**config.mk**
```make
export PLATFORM = sky130hd
export DESIGN_NAME = replicator_broadcast_ctrl_flat
export DESIGN_NICKNAME = d
export VERILOG_FILES = /design/src/rtl/replicator_broadcast_if.sv /design/src/rtl/replicator_broadcast_ctrl.sv /design/src/flat_wrapper.sv
export SDC_FILE = /design/constraint.sdc
export NUM_CORES = 1
export LEC_CHECK = 0
export CAP_MARGIN = 20
export CORE_MARGIN = 4
export CORE_UTILIZATION = 38
export DETAILED_ROUTE_END_ITERATION = 16
export MAX_ROUTING_LAYER = met4
export PLACE_DENSITY = 0.74
export SYNTH_ARGS = -nofsm -noshare
export SYNTH_HDL_FRONTEND = slang
export SYNTH_SLANG_ARGS = --single-unit
```
**constraint.sdc**
```tcl
create_clock -name clk -period 2.1 [get_ports clk]
set_input_delay 0.315 -clock clk [delete_from_list [all_inputs] [get_ports clk]]
set_output_delay 0.315 -clock clk [all_outputs]
set_load 0.02 [all_outputs]
```
**src/rtl/replicator_broadcast_if.sv**
```systemverilog
// Handshake bundle for the replicator broadcast scheduler.
//   upstream : in_valid / in_ready / in_data / lane_mask
//   lanes    : out_valid / out_ready / out_data (lane k at out_data[k*2**WIRE +: 2**WIRE])
// master = upstream source plus lane sinks; slave = the scheduler.
interface replicator_broadcast_if #(
  parameter int WIRE = 3,
  parameter int WAY  = 2
);
  logic                          in_valid;
  logic                          in_ready;
  logic [2**WIRE-1:0]            in_data;
  logic [2**WAY-1:0]             lane_mask;
  logic [2**WAY-1:0]             out_valid;
  logic [2**WAY-1:0]             out_ready;
  logic [2**WAY*2**WIRE-1:0]     out_data;

  modport master (
    output in_valid, in_data, lane_mask, out_ready,
    input  in_ready, out_valid, out_data
  );

  modport slave (
    input  in_valid, in_data, lane_mask, out_ready,
    output in_ready, out_valid, out_data
  );
endinterface

```
**src/rtl/replicator_broadcast_ctrl.sv**
```systemverilog
// Broadcast scheduler: takes one word upstream and offers it to a masked
// subset of lanes, holding it until every selected lane has handshaked.
// Lanes still pending after TIMEOUT cycles are dropped and reported.
// Ports:
//   clk, rst            clock, async active-high reset
//   bus (slave)         upstream + per-lane handshakes (see replicator_broadcast_if)
//   busy                1 while a word is being held
//   bcast_done          1-cycle pulse, word delivered or discarded (empty mask)
//   err_timeout         1-cycle pulse, pending lanes dropped
//   err_lanes           lanes dropped at the last timeout, held until the next one
//   bcast_count         completed broadcasts, wrapping

// One lane's pending flag; it doubles as that lane's out_valid.
module replicator_lane (
  input  logic clk,
  input  logic rst,
  input  logic load,
  input  logic load_val,
  input  logic kill,
  input  logic ready,
  output logic valid
);
  always_ff @(posedge clk or posedge rst) begin
    if (rst)       valid <= 1'b0;
    else if (load) valid <= load_val;
    else if (kill) valid <= 1'b0;
    else if (ready) valid <= 1'b0;
  end
endmodule

module replicator_broadcast_ctrl #(
  parameter int WIRE    = 3,
  parameter int WAY     = 2,
  parameter int TIMEOUT = 16,
  parameter int CNT_W   = 8
) (
  input  logic                   clk,
  input  logic                   rst,
  replicator_broadcast_if.slave  bus,
  output logic                   busy,
  output logic                   bcast_done,
  output logic                   err_timeout,
  output logic [2**WAY-1:0]      err_lanes,
  output logic [CNT_W-1:0]       bcast_count
);
  localparam int W    = 2**WIRE;
  localparam int L    = 2**WAY;
  localparam int TW   = (TIMEOUT > 0) ? $clog2(TIMEOUT + 1) : 1;
  localparam int TMAX = (TIMEOUT > 0) ? TIMEOUT - 1 : 0;

  typedef enum logic {IDLE, HOLD} state_t;

  state_t          state;
  logic [W-1:0]    data;
  logic [TW-1:0]   timer;
  logic [L-1:0]    pend;
  logic [L-1:0]    rem;
  logic            hold, complete, tmo, rdy, accept, zero_mask;

  assign hold      = (state == HOLD);
  assign rem       = pend & ~bus.out_ready;
  assign complete  = hold && (rem == '0);
  // Completion is checked first through rem == 0, so it wins over timeout.
  assign tmo       = (TIMEOUT > 0) && hold && (rem != '0) && (timer == TMAX[TW-1:0]);
  assign rdy       = !rst && !tmo && (!hold || (rem == '0));
  assign accept    = bus.in_valid && rdy;
  assign zero_mask = (bus.lane_mask == '0);

  assign bus.in_ready  = rdy;
  assign bus.out_valid = pend;

  genvar k;
  generate
    for (k = 0; k < L; k++) begin : g_lane
      replicator_lane u_lane (
        .clk      (clk),
        .rst      (rst),
        .load     (accept),
        .load_val (bus.lane_mask[k]),
        .kill     (tmo),
        .ready    (bus.out_ready[k]),
        .valid    (pend[k])
      );
      assign bus.out_data[k*W +: W] = data;
    end
  endgenerate

  always_ff @(posedge clk or posedge rst) begin
    if (rst) begin
      state       <= IDLE;
      busy        <= 1'b0;
      data        <= '0;
      timer       <= '0;
      bcast_done  <= 1'b0;
      err_timeout <= 1'b0;
      err_lanes   <= '0;
      bcast_count <= '0;
    end else begin
      bcast_done  <= complete || (accept && zero_mask);
      err_timeout <= tmo;
      // An empty-mask word accepted on the completing edge finishes too,
      // so both completions are counted.
      bcast_count <= bcast_count + CNT_W'(complete) + CNT_W'(accept && zero_mask);
      if (accept) begin
        data  <= bus.in_data;
        timer <= '0;
        state <= zero_mask ? IDLE : HOLD;
        busy  <= !zero_mask;
      end else if (complete || tmo) begin
        state <= IDLE;
        busy  <= 1'b0;
        if (tmo) err_lanes <= rem;
      end else if (hold) begin
        timer <= timer + TW'(1);
      end
    end
  end
endmodule
```
**src/flat_wrapper.sv**
```systemverilog
// flat-port wrapper written by rule: the top's interface ports become plain ports
module replicator_broadcast_ctrl_flat 
#(
  parameter int WIRE    = 3,
  parameter int WAY     = 2,
  parameter int TIMEOUT = 16,
  parameter int CNT_W   = 8
)
  (clk, rst, busy, bcast_done, err_timeout, err_lanes, bcast_count, bus_in_valid, bus_in_data, bus_lane_mask, bus_out_ready, bus_in_ready, bus_out_valid, bus_out_data);
  replicator_broadcast_if #(.WIRE(WIRE), .WAY(WAY)) bus_i ();
  input  logic clk;
  input  logic rst;
  output logic busy;
  output logic bcast_done;
  output logic err_timeout;
  output logic [2**WAY-1:0] err_lanes;
  output logic [CNT_W-1:0] bcast_count;
  input wire logic [$bits(bus_i.in_valid)-1:0] bus_in_valid;
  input wire logic [$bits(bus_i.in_data)-1:0] bus_in_data;
  input wire logic [$bits(bus_i.lane_mask)-1:0] bus_lane_mask;
  input wire logic [$bits(bus_i.out_ready)-1:0] bus_out_ready;
  output wire logic [$bits(bus_i.in_ready)-1:0] bus_in_ready;
  output wire logic [$bits(bus_i.out_valid)-1:0] bus_out_valid;
  output wire logic [$bits(bus_i.out_data)-1:0] bus_out_data;
  assign bus_i.in_valid = bus_in_valid;
  assign bus_i.in_data = bus_in_data;
  assign bus_i.lane_mask = bus_lane_mask;
  assign bus_i.out_ready = bus_out_ready;
  assign bus_in_ready = bus_i.in_ready;
  assign bus_out_valid = bus_i.out_valid;
  assign bus_out_data = bus_i.out_data;
  replicator_broadcast_ctrl #(.WIRE(WIRE), .WAY(WAY), .TIMEOUT(TIMEOUT), .CNT_W(CNT_W)) u_core (.clk(clk), .rst(rst), .bus(bus_i), .busy(busy), .bcast_done(bcast_done), .err_timeout(err_timeout), .err_lanes(err_lanes), .bcast_count(bcast_count));
endmodule
```
==> insert_results.sql, run 1 <==
INSERT INTO impl_metrics (metric_group, metric, value, unit) VALUES
('synthesis', 'postSynthAreaPerCell', '12.00', 'sq um'),
('routing', 'detail_route.first_pass.iterations', '4', ''),
('floorplanning', 'die_h', '75.21', 'microns'),
('power', 'p_leak', '0.001121', 'uW'),
('timing', 'hold_viol', '0', ''),
('clock_tree', 'tritoncts', 'yes', ''),
('timing', 'report.final.slew_viol_count', '0', ''),
('synthesis', 'synth_simple_gate_area_share', '12.46', '%'),
('status', 'failed_checks', 'setup timing', ''),
('synthesis', 'ys_seq_area_share', '46.65', '%'),
('critical_path', 'worstPathArrival', '2330', 'ps'),
('synthesis', 'async_flop_share', '100.0', '%'),
('layout', 'utilization', '58.13', '%'),
('job', 'max-cap-violations', '0', ''),
('layout', 'fill_cells', '370', ''),
('place', 'dp_hpwl', '2876', 'microns'),
('global_routing', 'groute.usage.overall', '14.06', '%'),
('synthesis', 'yosysWarningCount', '0', ''),
('timing', 'post-route-period-util', '103.0', '%'),
('clock_tree', 'clock_h_tree_levels', '2', ''),
('global_routing', 'vias_in_the_first_global_route', '1209', ''),
('synthesis', 'fraction_of_the_mapped_netlist_area_in_compound_gates', '9.184', '%'),
('routing', 'route.detailed.wl_per_inst', '14.36', 'microns'),
('floorplanning', 'fp.coreArea', '0.004354', 'sq mm'),
('clock_tree', 'cts.clk_slew.worst_paths', '60', 'ps'),
('power', 'total_power', '2161', 'uW'),
('hold_path', 'classification_of_the_worst_slack_hold_path', 'flop to flop', ''),
('floorplanning', 'placement_rows', '24', ''),
('timing', 'final.setup_skew', '4.983', 'ps'),
('place', 'place_ws', '-495.7', 'ps'),
('synthesis', 'number_of_enable_flip_flop_cells_after_synthesis', '0', ''),
('critical_path', 'crit_required', '2260', 'ps'),
('global_routing', 'first_pass_grt_wire_length', '5775', 'microns'),
('routing', 'via_count', '1275', ''),
('synthesis', 'mappedNetlistArea', '0.001717', 'sq mm'),
('timing', 'post-route-worst-setup-slack', '-63.89', 'ps'),
('layout', 'fin_nets', '235', ''),
('synthesis', 'synthXorXnorAreaFrac', '3.061', '%'),
('layout', 'areaGrowthSynthToFinish', '47.45', '%'),
('synthesis', 'synth-seq-cells', '32', ''),
('clock_tree', 'clk_latency', '280', 'ps'),
('routing', 'final_antenna_net_count', '0', ''),
('routing', 'drcViolationCount', '0', ''),
('clock_tree', 'maximum_buffer_depth_of_the_clock_tree', '2', ''),
('routing', 'dr_iter_0_viols', '43', ''),
('clock_tree', 'cts.sink_count', '32', ''),
('global_routing', 'grt_antenna_before_repair', '0', ''),
('place', 'number_of_buffer_cells_added_on_primary_ports', '70', ''),
('synthesis', 'largest_family_of_logic_cells_by_synthesized_area', 'buffers and inverters', ''),
('power', 'peakVddDrop', '0.5288', 'mV'),
('critical_path', 'setup.worst_path.end_class', 'flop', ''),
('timing', 'maxClockFrequency', '462.1', 'MHz'),
('timing', 'max_slew_margin', '72.83', '%'),
('place', 'globalplace.congestion', '0.8179', ''),
('synthesis', 'postSynth.topFlopCell', 'dfrtp_1', ''),
('clock_tree', 'cts.root.buffer_cell', 'clkbuf_8', ''),
('synthesis', 'synth.distinct_cells', '35', ''),
('floorplanning', 'ios', '71', ''),
('synthesis', 'synth_cells', '143', ''),
('global_routing', 'grt_start_max_net_pins', '33', ''),
('layout', 'layout-drive-gt1-share', '28.30', '%'),
('routing', 'finalWirelength', '3790', 'microns'),
('timing', 'timing.final.setup_violations', '2', ''),
('synthesis', 'post_synth_mux_area_share', '9.621', '%'),
('synthesis', 'syn-num-nets', '166', ''),
('critical_path', 'critical_path.startpoint_type', 'flop', ''),
('power', 'power-per-cell-area', '853.7', 'mW/mm^2'),
('global_routing', 'grt_ovf', '0', ''),
('floorplanning', 'starting_density_of_the_core', '39.43', '%'),
('critical_path', 'worst_path_fanout_max', '5', ''),
('status', 'outcome', 'complete, but fails checks', ''),
('floorplanning', 'die_width', '75.21', 'microns'),
('timing', 'rsz0062_at_grt', 'yes', ''),
('layout', 'antenna-diode-count', '0', ''),
('timing', 'worst_slew_pin_slew', '407.6', 'ps'),
('floorplanning', 'die_area', '0.005657', 'sq mm'),
('critical_path', 'r2r_setup_slk', '-60', 'ps'),
('critical_path', 'critical_path_class', 'flop to flop', ''),
('layout', 'layout_commonest_cell', 'clkdlybuf4s50_1', ''),
('synthesis', 'post_synth_fa_ha_maj_area_fraction', '3.353', '%'),
('timing', 'final.hold.worst_slack', '470.5', 'ps'),
('clock_tree', 'cts_made_buffers', '5', ''),
('routing', 'routed_via_density', '4.830', ''),
('timing', 'layout_min_cycle_time', '2164', 'ps'),
('layout', 'layout_common_cells', '65 x clkdlybuf4s50_1, 32 x dfrtp_1, 25 x buf_4', '');
==> final timing paths <==
kind / startpoint / to / cells past startpoint
worst max-delay path: u_core.g_lane[0].u_lane.valid / u_core.bcast_count[6] / 9
worst min-delay path: u_core.bcast_count[7] / u_core.bcast_count[7] / 1
worst max register to register: u_core.g_lane[0].u_lane.valid / u_core.bcast_count[6] / 9
worst min register to register: u_core.bcast_count[7] / u_core.bcast_count[7] / 1
max in group asynchronous: rst / u_core.err_lanes[3] / 4
min in group asynchronous: rst / u_core.timer[0] / 4
==> cell type report <==
type                    count  area, sq um  area share, %
clock buffers               6        72.57          2.867
clock inverters             1        5.005         0.1977
well taps                  52        65.06          2.570
inverters                   4        18.77         0.7415
repair buffers             95        882.1          34.85
flip-flops and latches     32        800.8          31.64
multi-input cells          74        686.9          27.14
==> flip-flops by register name, indices dropped and copies added, names as in the netlist <==
name	cells
u_core.g_lane.u_lane.valid	4
u_core.err_timeout	1
u_core.err_lanes	4
u_core.bcast_done	1
u_core.busy	1
u_core.bcast_count	8
u_core.timer	5
u_core.data	8
==> per-layer routing <==
metal	vias to the layer above	track usage, %	share of wire (%)
met5	-	-	0
met4	0	4.854	1.5
met3	7	4.806	7.7
met2	44	20.79	48
met1	617	17.99	42
li1	607	-	-
==> repair_timing <==
action,4_1_cts,5_1_grt
resized for setup,12,3
pin swaps,6,7
hold buffers,0,0
setup endpoints to repair,5,7
cloned,0,0
buffers inserted,5,2
==> report_power, final <==
part	total [uW]	switching (uW)	internal (uW)
Sequential	841	122	719
Combinational	886	412	474
Clock	434	209	225
==> logic make-up after synthesis <==
family                     count (synthesis)
and+or+nand+nor                           34
adders and majority gates                  4
muxes                                     12
buffers and inverters                     37
xor gates and xnor gates                   6
DFF                                       32
AOI/OAI and AO/OA                         18
==> synth_stat cells, types with 4 or more instances <==
master	instances	area share [%]
a21oi_1	5	1.5
buf_4	28	12
dfrtp_1	32	47
mux2_2	4	2.6
nand3_1	4	1.2
o32ai_1	4	2.0
inv_1	4	0.87
nand2_1	11	2.4
xnor2_1	4	2.0
mux2_4	8	7.0
==> critical path, stage by stage (launching register included) <==
cell     delay (ps)
dfrtp_1         380
nor2b_4         140
o41ai_4         450
nand3_2         160
nor2_4          130
fa_2            250
ha_4            140
and3_4          180
nand3_2          80
xnor2_1         130
==> stage by stage <==
step                      cells  setup TNS, ps  area [sq um]
after global placement      250          -3385          2375
after detailed placement    250          -4066          2375
after global routing        264         -339.1          2531
final                       264         -77.83          2531
after CTS                   262         -55.21          2506
after floorplan             143              0          1728
Note: power is estimated with default switching activity, not from simulation.
==> run 2, diff against run 1 <==
Settings changed: ABC_AREA set to 1, CORE_UTILIZATION 38 to 39, PLACE_DENSITY 0.74 to 0.76.
==> run 2 against run 1 <==
Net effect: the flow now finishes without violations; clock skew about the same; synthesized area increased by 0.58%; sequential power about the same; design area decreased by 4.0%; clock-buffer cell count increased by 1; final cell count increased by 12%; core utilization increased by 0.53 points; critical endpoint is now u_core.bcast_count[7]; flip-flop and latch count unchanged; maximum frequency increased by 9.7%.
==> insert_results.sql, run 2 <==
INSERT INTO impl_metrics (metric_group, metric, value, unit) VALUES
('synthesis', 'synthMostInstantiatedCell', 'nand2_1', ''),
('routing', 'route.detailed.wl_per_inst', '12.65', 'microns'),
('global_routing', 'vias_in_the_first_global_route', '1311', ''),
('synthesis', 'synth_common_cells', '39 x nand2_1, 32 x dfrtp_1, 28 x buf_4', ''),
('power', 'p_leak', '0.001180', 'uW'),
('synthesis', 'cell_type_contributing_the_most_total_cell_area_after_synthesis', 'dfrtp_1', ''),
('timing', 'post-route-worst-setup-slack', '128.3', 'ps'),
('global_routing', 'grt_ovf', '0', ''),
('floorplanning', 'die_area', '0.005556', 'sq mm'),
('critical_path', 'setup.worst_path.end_class', 'flop', ''),
('power', 'netSwitchingFraction', '34.86', '%'),
('synthesis', 'synth_cells', '191', ''),
('synthesis', 'postSynth.topFlopCell', 'dfrtp_1', ''),
('synthesis', 'async_flop_share', '100.0', '%'),
('routing', 'via_count', '1368', ''),
('critical_path', 'timing.critical_path.buf_inv', '2', ''),
('layout', 'largest_registers', 'u_core.bcast_count: 8 flops, u_core.data: 8 flops, u_core.timer: 5 flops', ''),
('critical_path', 'crit_slowest_cell', 'clkdlybuf4s50_1', ''),
('layout', 'fin_nets', '268', ''),
('layout', 'layout-drive-gt1-share', '14.29', '%'),
('global_routing', 'groute.usage.overall', '14.89', '%'),
('critical_path', 'worst_path_fanout_max', '3', ''),
('power', 'combPwrFrac', '38.9', '%'),
('routing', 'routed_via_density', '4.637', ''),
('power', 'switching_power', '768.5', 'uW'),
('synthesis', 'synth-seq-cells', '32', ''),
('clock_tree', 'clock_h_tree_levels', '2', ''),
('layout', 'layout_commonest_cell', 'clkdlybuf4s50_1', ''),
('power', 'total_power', '2204', 'uW'),
('critical_path', 'crit_required', '2260', 'ps'),
('power', 'peakVddDrop', '0.5160', 'mV'),
('timing', 'post-route-period-util', '93.89', '%'),
('clock_tree', 'postCtsHoldBufs', '0', ''),
('synthesis', 'yosysWarningCount', '0', ''),
('critical_path', 'critical_path.startpoint_type', 'input port', ''),
('layout', 'areaGrowthSynthToFinish', '40.80', '%'),
('timing', 'rsz0062_at_grt', 'no', ''),
('routing', 'finalWirelength', '3732', 'microns'),
('clock_tree', 'tritoncts', 'yes', ''),
('routing', 'dr_iter_0_viols', '62', ''),
('clock_tree', 'cts.root.buffer_cell', 'clkbuf_8', ''),
('floorplanning', 'die_width', '74.54', 'microns'),
('timing', 'worst_slew_pin_slew', '404.9', 'ps'),
('floorplanning', 'starting_density_of_the_core', '41.67', '%'),
('timing', 'final.setup_skew', '5.144', 'ps'),
('power', 'seq_power_share', '38.1', '%'),
('place', 'dp_hpwl', '2858', 'microns'),
('critical_path', 'critical_path.cell_chain', 'clkdlybuf4s50_1, inv_1, nand2_1, nand2_2, o21ai_2, nand3_4, nor2_2, fa_2, nand3_1, nor2_1, nand4_1, xnor2_1', ''),
('critical_path', 'critPathMaxStageDelay', '460', 'ps'),
('timing', 'layout_min_cycle_time', '1972', 'ps'),
('layout', 'utilization', '58.67', '%'),
('clock_tree', 'cts.sink_count', '32', ''),
('floorplanning', 'fp.coreArea', '0.004144', 'sq mm'),
('clock_tree', 'maximum_buffer_depth_of_the_clock_tree', '2', ''),
('synthesis', 'number_of_enable_flip_flop_cells_after_synthesis', '0', ''),
('clock_tree', 'cts.clk_slew.worst_paths', '60', 'ps'),
('hold_path', 'classification_of_the_worst_slack_hold_path', 'flop to flop', ''),
('status', 'outcome', 'completed', ''),
('job', 'max-cap-violations', '0', ''),
('synthesis', 'postSynthAreaPerCell', '9.040', 'sq um'),
('synthesis', 'mappedNetlistArea', '0.001727', 'sq mm'),
('clock_tree', 'cts_made_buffers', '5', ''),
('critical_path', 'worstPathArrival', '2130', 'ps'),
('timing', 'timing.final.setup_violations', '0', ''),
('routing', 'final_antenna_net_count', '0', ''),
('power', 'clockPowerShare', '23.0', '%'),
('global_routing', 'first_pass_grt_wire_length', '6023', 'microns'),
('floorplanning', 'placement_rows', '23', ''),
('global_routing', 'grt_antenna_before_repair', '0', ''),
('synthesis', 'ys_seq_area_share', '46.38', '%'),
('place', 'number_of_buffer_cells_added_on_primary_ports', '70', ''),
('layout', 'layout_common_cells', '69 x clkdlybuf4s50_1, 39 x nand2_1, 32 x dfrtp_1', ''),
('routing', 'drcViolationCount', '0', ''),
('floorplanning', 'die_h', '74.54', 'microns'),
('power', 'intPower', '1436', 'uW'),
('clock_tree', 'clk_latency', '280', 'ps'),
('synthesis', 'yosys.area.top_type_share', '46.38', '%'),
('timing', 'hold_viol', '0', ''),
('power', 'power-per-cell-area', '906.8', 'mW/mm^2'),
('routing', 'detail_route.first_pass.iterations', '4', ''),
('synthesis', 'post_synth_main_area_contributors', 'dfrtp_1 46%, buf_4 12%, nand2_1 8.5%, nand3_1 7.5%, inv_1 4.6%', ''),
('critical_path', 'crit_family', 'simple AND/OR/NAND/NOR gates', ''),
('layout', 'antenna-diode-count', '0', ''),
('global_routing', 'grt_start_max_net_pins', '34', ''),
('floorplanning', 'ios', '71', ''),
('timing', 'maxClockFrequency', '507.2', 'MHz'),
('timing', 'max_slew_margin', '73.01', '%'),
('place', 'globalplace.congestion', '0.7863', ''),
('synthesis', 'syn-num-nets', '214', ''),
('timing', 'report.final.slew_viol_count', '0', ''),
('synthesis', 'synth.distinct_cells', '22', ''),
('critical_path', 'critical_path_class', 'input port to flop', ''),
('place', 'place_ws', '-180.7', 'ps');
## run 2: cell types whose count changed after synthesis, moves of 5 or more
cell,change
inv_1,+17
nand3_1,+22
a21oi_1,-5
nor2_1,+6
mux2_4,-8
nand2_1,+28
nand2_2,+5
## run 2: what timing repair did
action	CTS	global route
buffers inserted	0	0
resized for setup	1	0
setup endpoints to repair	1	0
## run 2: layout make-up
class | instances | area (sq um)
flip-flops and latches | 32 | 800.8
multi-input cells | 105 | 614.3
fillers | 370 | 1713
clock buffers | 7 | 96.34
repair buffers | 80 | 774.5
well taps | 50 | 62.56
inverters | 21 | 82.58
## run 2: power by group through the flow
stage,registers [uW],logic [uW],clock network [uW]
after floorplan,944,431,0
after global placement,849,853,0
after detailed placement,851,868,0
after CTS,843,866,520
after global routing,865,914,550
final,840,857,508
## run 2: per-layer routing
layer,part of all wire [%],track usage [%],wire length [microns]
met2,49,22.63,1844
met5,0,-,0
met4,1.7,6.324,65
met3,7.7,4.324,289
met1,41,18.46,1533
## run 2: worst paths after layout
path                                               start                    end  slack (ps)  cells after the start
max                                     bus_out_ready[0]  u_core.bcast_count[7]         130                     12
min                                u_core.bcast_count[7]  u_core.bcast_count[7]         490                      1
max reg2reg                u_core.g_lane[0].u_lane.valid  u_core.bcast_count[7]         260                     10
min reg2reg                        u_core.bcast_count[7]  u_core.bcast_count[7]         490                      1
max in group asynchronous                            rst         u_core.data[6]        1250                      3
min in group asynchronous                            rst        u_core.timer[4]         560                      3
## run 2: logic make-up after synthesis
group | share of synthesized area, %
simple gates | 24.13
buf+inv | 19.78
compound gates | 2.319
xor+xnor | 4.058
flops | 46.38
fa+ha+maj | 3.334
## run 2: stage by stage
stage / TNS, ps / hold slack [ps] / instance area [sq um] / std cells
finish: 0 / 490.3 / 2431 / 295
global route: 0 / 505.3 / 2431 / 295
CTS: 0 / 488.3 / 2431 / 295
detailed placement: -692.9 / 472.2 / 2336 / 288
global placement: -324.9 / 466.9 / 2336 / 288
floorplan: -60.96 / 263.4 / 1760 / 191
==> run 3, diff against run 2 <==
Clock period 2.1 ns to 1.6 ns, I/O delays scaled along.
==> run 3 against run 2 <==
Net effect: the flow now finishes with violations (setup timing); largest cell class is now non-clock buffers; final cell count increased by 4.4%; global-route usage increased by 0.40 points; setup slack got worse by 300 ps; wire length increased by 7.3%; design area increased by 7.9%; register-to-register slack got worse by 430 ps; flip-flop and latch count unchanged; die area unchanged; via count increased by 3.4%; highest routed layer unchanged; largest power group unchanged; clock skew increased by 3.3 ps.
==> insert_results.sql, run 3 (synthesized netlist as in run 2, its figures left out) <==
INSERT INTO impl_metrics (metric_group, metric, value, unit) VALUES
('timing', 'final.setup_skew', '8.398', 'ps'),
('global_routing', 'first_pass_grt_wire_length', '6237', 'microns'),
('layout', 'antenna-diode-count', '0', ''),
('layout', 'seqCellArea', '800.8', 'sq um'),
('place', 'number_of_buffer_cells_added_on_primary_ports', '70', ''),
('critical_path', 'critPathMaxStageDelay', '390', 'ps'),
('critical_path', 'worst_path_fanout_max', '3', ''),
('clock_tree', 'postCtsHoldBufs', '0', ''),
('critical_path', 'crit_slowest_cell', 'dfrtp_1', ''),
('critical_path', 'r2r_setup_slk', '-170', 'ps'),
('critical_path', 'critical_path.cell_chain', 'nand2_2, nand2_4, o21ai_4, nand3_4, nor2_4, fa_2, nand3_2, buf_4, buf_6, xor2_1', ''),
('global_routing', 'grt_ovf', '0', ''),
('global_routing', 'gr-max-usage-layer', 'met2', ''),
('timing', 'post-route-period-util', '110.9', '%'),
('global_routing', 'globalRouteMet1Util', '20.05', '%'),
('layout', 'multi_input_comb_area', '666.9', 'sq um'),
('global_routing', 'grt_start_max_net_pins', '34', ''),
('place', 'dp_hpwl', '2861', 'microns'),
('critical_path', 'critical_path.reg2reg.startpoint', 'u_core.g_lane[2].u_lane.valid', ''),
('power', 'power-per-cell-area', '1156', 'mW/mm^2'),
('clock_tree', 'maximum_buffer_depth_of_the_clock_tree', '2', ''),
('clock_tree', 'cts.clk_slew.worst_paths', '70', 'ps'),
('layout', 'largest_registers', 'u_core.bcast_count: 8 flops, u_core.data: 8 flops, u_core.timer: 5 flops', ''),
('critical_path', 'setup.worst_path.end_class', 'flop', ''),
('clock_tree', 'tritoncts', 'yes', ''),
('critical_path', 'critical_path.startpoint_type', 'flop', ''),
('layout', 'stdcell_area', '0.002623', 'sq mm'),
('clock_tree', 'cts.sink_count', '32', ''),
('clock_tree', 'cts_made_buffers', '5', ''),
('hold_path', 'classification_of_the_worst_slack_hold_path', 'input port to async pin', ''),
('place', 'globalplace.congestion', '0.7711', ''),
('power', 'p_leak', '0.001470', 'uW'),
('global_routing', 'global_route.usage.met3', '2.973', '%'),
('floorplanning', 'die_h', '74.54', 'microns'),
('routing', 'finalWirelength', '4004', 'microns'),
('timing', 'maxClockFrequency', '563.5', 'MHz'),
('critical_path', 'worstPathArrival', '1940', 'ps'),
('timing', 'report.final.slew_viol_count', '0', ''),
('global_routing', 'met2_track_demand_over_resource', '23.22', '%'),
('floorplanning', 'die_area', '0.005556', 'sq mm'),
('layout', 'layout-drive-gt1-share', '22.48', '%'),
('layout', 'fill_cells', '354', ''),
('floorplanning', 'placement_rows', '23', ''),
('status', 'outcome', 'complete, but fails checks', ''),
('timing', 'totalNegativeSetupSlack', '-730.5', 'ps'),
('critical_path', 'critPathLaunch', 'u_core.g_lane[2].u_lane.valid', ''),
('critical_path', 'timing.critical_path.buf_inv', '2', ''),
('timing', 'max_slew_margin', '71.42', '%'),
('routing', 'via_count', '1415', ''),
('layout', 'fin_nets', '280', ''),
('critical_path', 'timing.rr.end', 'u_core.bcast_count[3]', ''),
('power', 'peakVddDrop', '0.9539', 'mV'),
('timing', 'post-route-worst-setup-slack', '-174.5', 'ps'),
('clock_tree', 'clk_latency', '280', 'ps'),
('layout', 'layout_common_cells', '42 x clkdlybuf4s50_1, 37 x nand2_1, 32 x dfrtp_1', ''),
('timing', 'timing.final.setup_violations', '6', ''),
('layout', 'layout_commonest_cell', 'clkdlybuf4s50_1', ''),
('timing', 'hold_viol', '0', ''),
('timing', 'worst_slew_pin_slew', '428.7', 'ps'),
('routing', 'route.detailed.wl_per_inst', '13.00', 'microns'),
('global_routing', 'grt_antenna_before_repair', '0', ''),
('place', 'placed_cell_area', '0.002366', 'sq mm'),
('clock_tree', 'clock_h_tree_levels', '2', ''),
('critical_path', 'critical_path_class', 'flop to flop', ''),
('routing', 'drcViolationCount', '0', ''),
('routing', 'detail_route.first_pass.iterations', '4', ''),
('routing', 'final_antenna_net_count', '0', ''),
('floorplanning', 'starting_density_of_the_core', '41.67', '%'),
('critical_path', 'ff2ff_path_depth', '10', ''),
('timing', 'rsz0062_at_grt', 'yes', ''),
('floorplanning', 'die_width', '74.54', 'microns'),
('layout', 'areaGrowthSynthToFinish', '51.88', '%'),
('floorplanning', 'ios', '71', ''),
('timing', 'layout_min_cycle_time', '1774', 'ps'),
('global_routing', 'vias_in_the_first_global_route', '1318', ''),
('critical_path', 'crit_family', 'simple AND/OR/NAND/NOR gates', ''),
('global_routing', 'groute.usage.overall', '15.29', '%'),
('critical_path', 'crit_required', '1770', 'ps'),
('floorplanning', 'fp.coreArea', '0.004144', 'sq mm'),
('clock_tree', 'cts.root.buffer_cell', 'clkbuf_8', ''),
('status', 'failed_checks', 'setup timing', ''),
('routing', 'routed_via_density', '4.594', ''),
('routing', 'dr_iter_0_viols', '117', ''),
('job', 'max-cap-violations', '0', '');
run 3: tightest hold or removal path, cell delays in order:
cell	delay, ps
dlymetal6s2s_1	170
clkinvlp_4	120
buf_4	390
run 3: worst max path at each step:
stage                            endpoint  slack [ps]  cells after the start
CTS                 u_core.bcast_count[7]        -220                     10
detailed placement  u_core.bcast_count[7]        -590                     12
finish              u_core.bcast_count[3]        -170                     10
floorplan           u_core.bcast_count[6]        -490                      9
global route        u_core.bcast_count[7]        -290                     10
global placement    u_core.bcast_count[7]        -520                     12
run 3: where the power goes:
| group | leakage [uW] | switching (uW) | internal (uW) |
|---|---|---|---|
| clock | 0.0000552 | 305 | 462 |
| sequential | 0.000416 | 162 | 947 |
| combinational | 0.000999 | 601 | 554 |
| total | 0.00147 | 1070 | 1960 |
run 3: timing repair:
action / CTS / global route
hold endpoints to repair: 0 / 0
gates cloned: 0 / 0
pin swaps: 11 / 11
endpoints found under the setup margin: 10 / 42
setup buffers: 2 / 6
gates resized for setup: 19 / 28
run 3: routing by layer:
metal,share of wire [%],vias up
li1,-,698
met1,42,667
met2,50,44
met3,6.1,6
met4,1.2,0
met5,0,-
run 3: layout make-up:
| type | count | share of cell area (%) |
|---|---|---|
| timing repair buffer | 92 | 34.40 |
| inverter | 21 | 3.149 |
| sequential | 32 | 30.53 |
| tap | 50 | 2.385 |
| clock inverter | 2 | 1.336 |
| multi-input combinational | 105 | 25.43 |
| clock buffer | 6 | 2.767 |
run 3: per-stage QoR:
stage          util (%)  hold slack, ps  setup WS, ps  instances  total power (uW)
6_report          63.29           214.7        -174.5        308              3030
5_1_grt           63.29           262.4        -292.6        308              3196
4_1_cts           60.54           409.4        -223.6        302              3036
3_5_place_dp      57.10           471.9        -586.8        292              2270
3_3_place_gp      57.10           467.5        -515.8        292              2246
2_1_floorplan         -           188.4        -486.0        191              1805
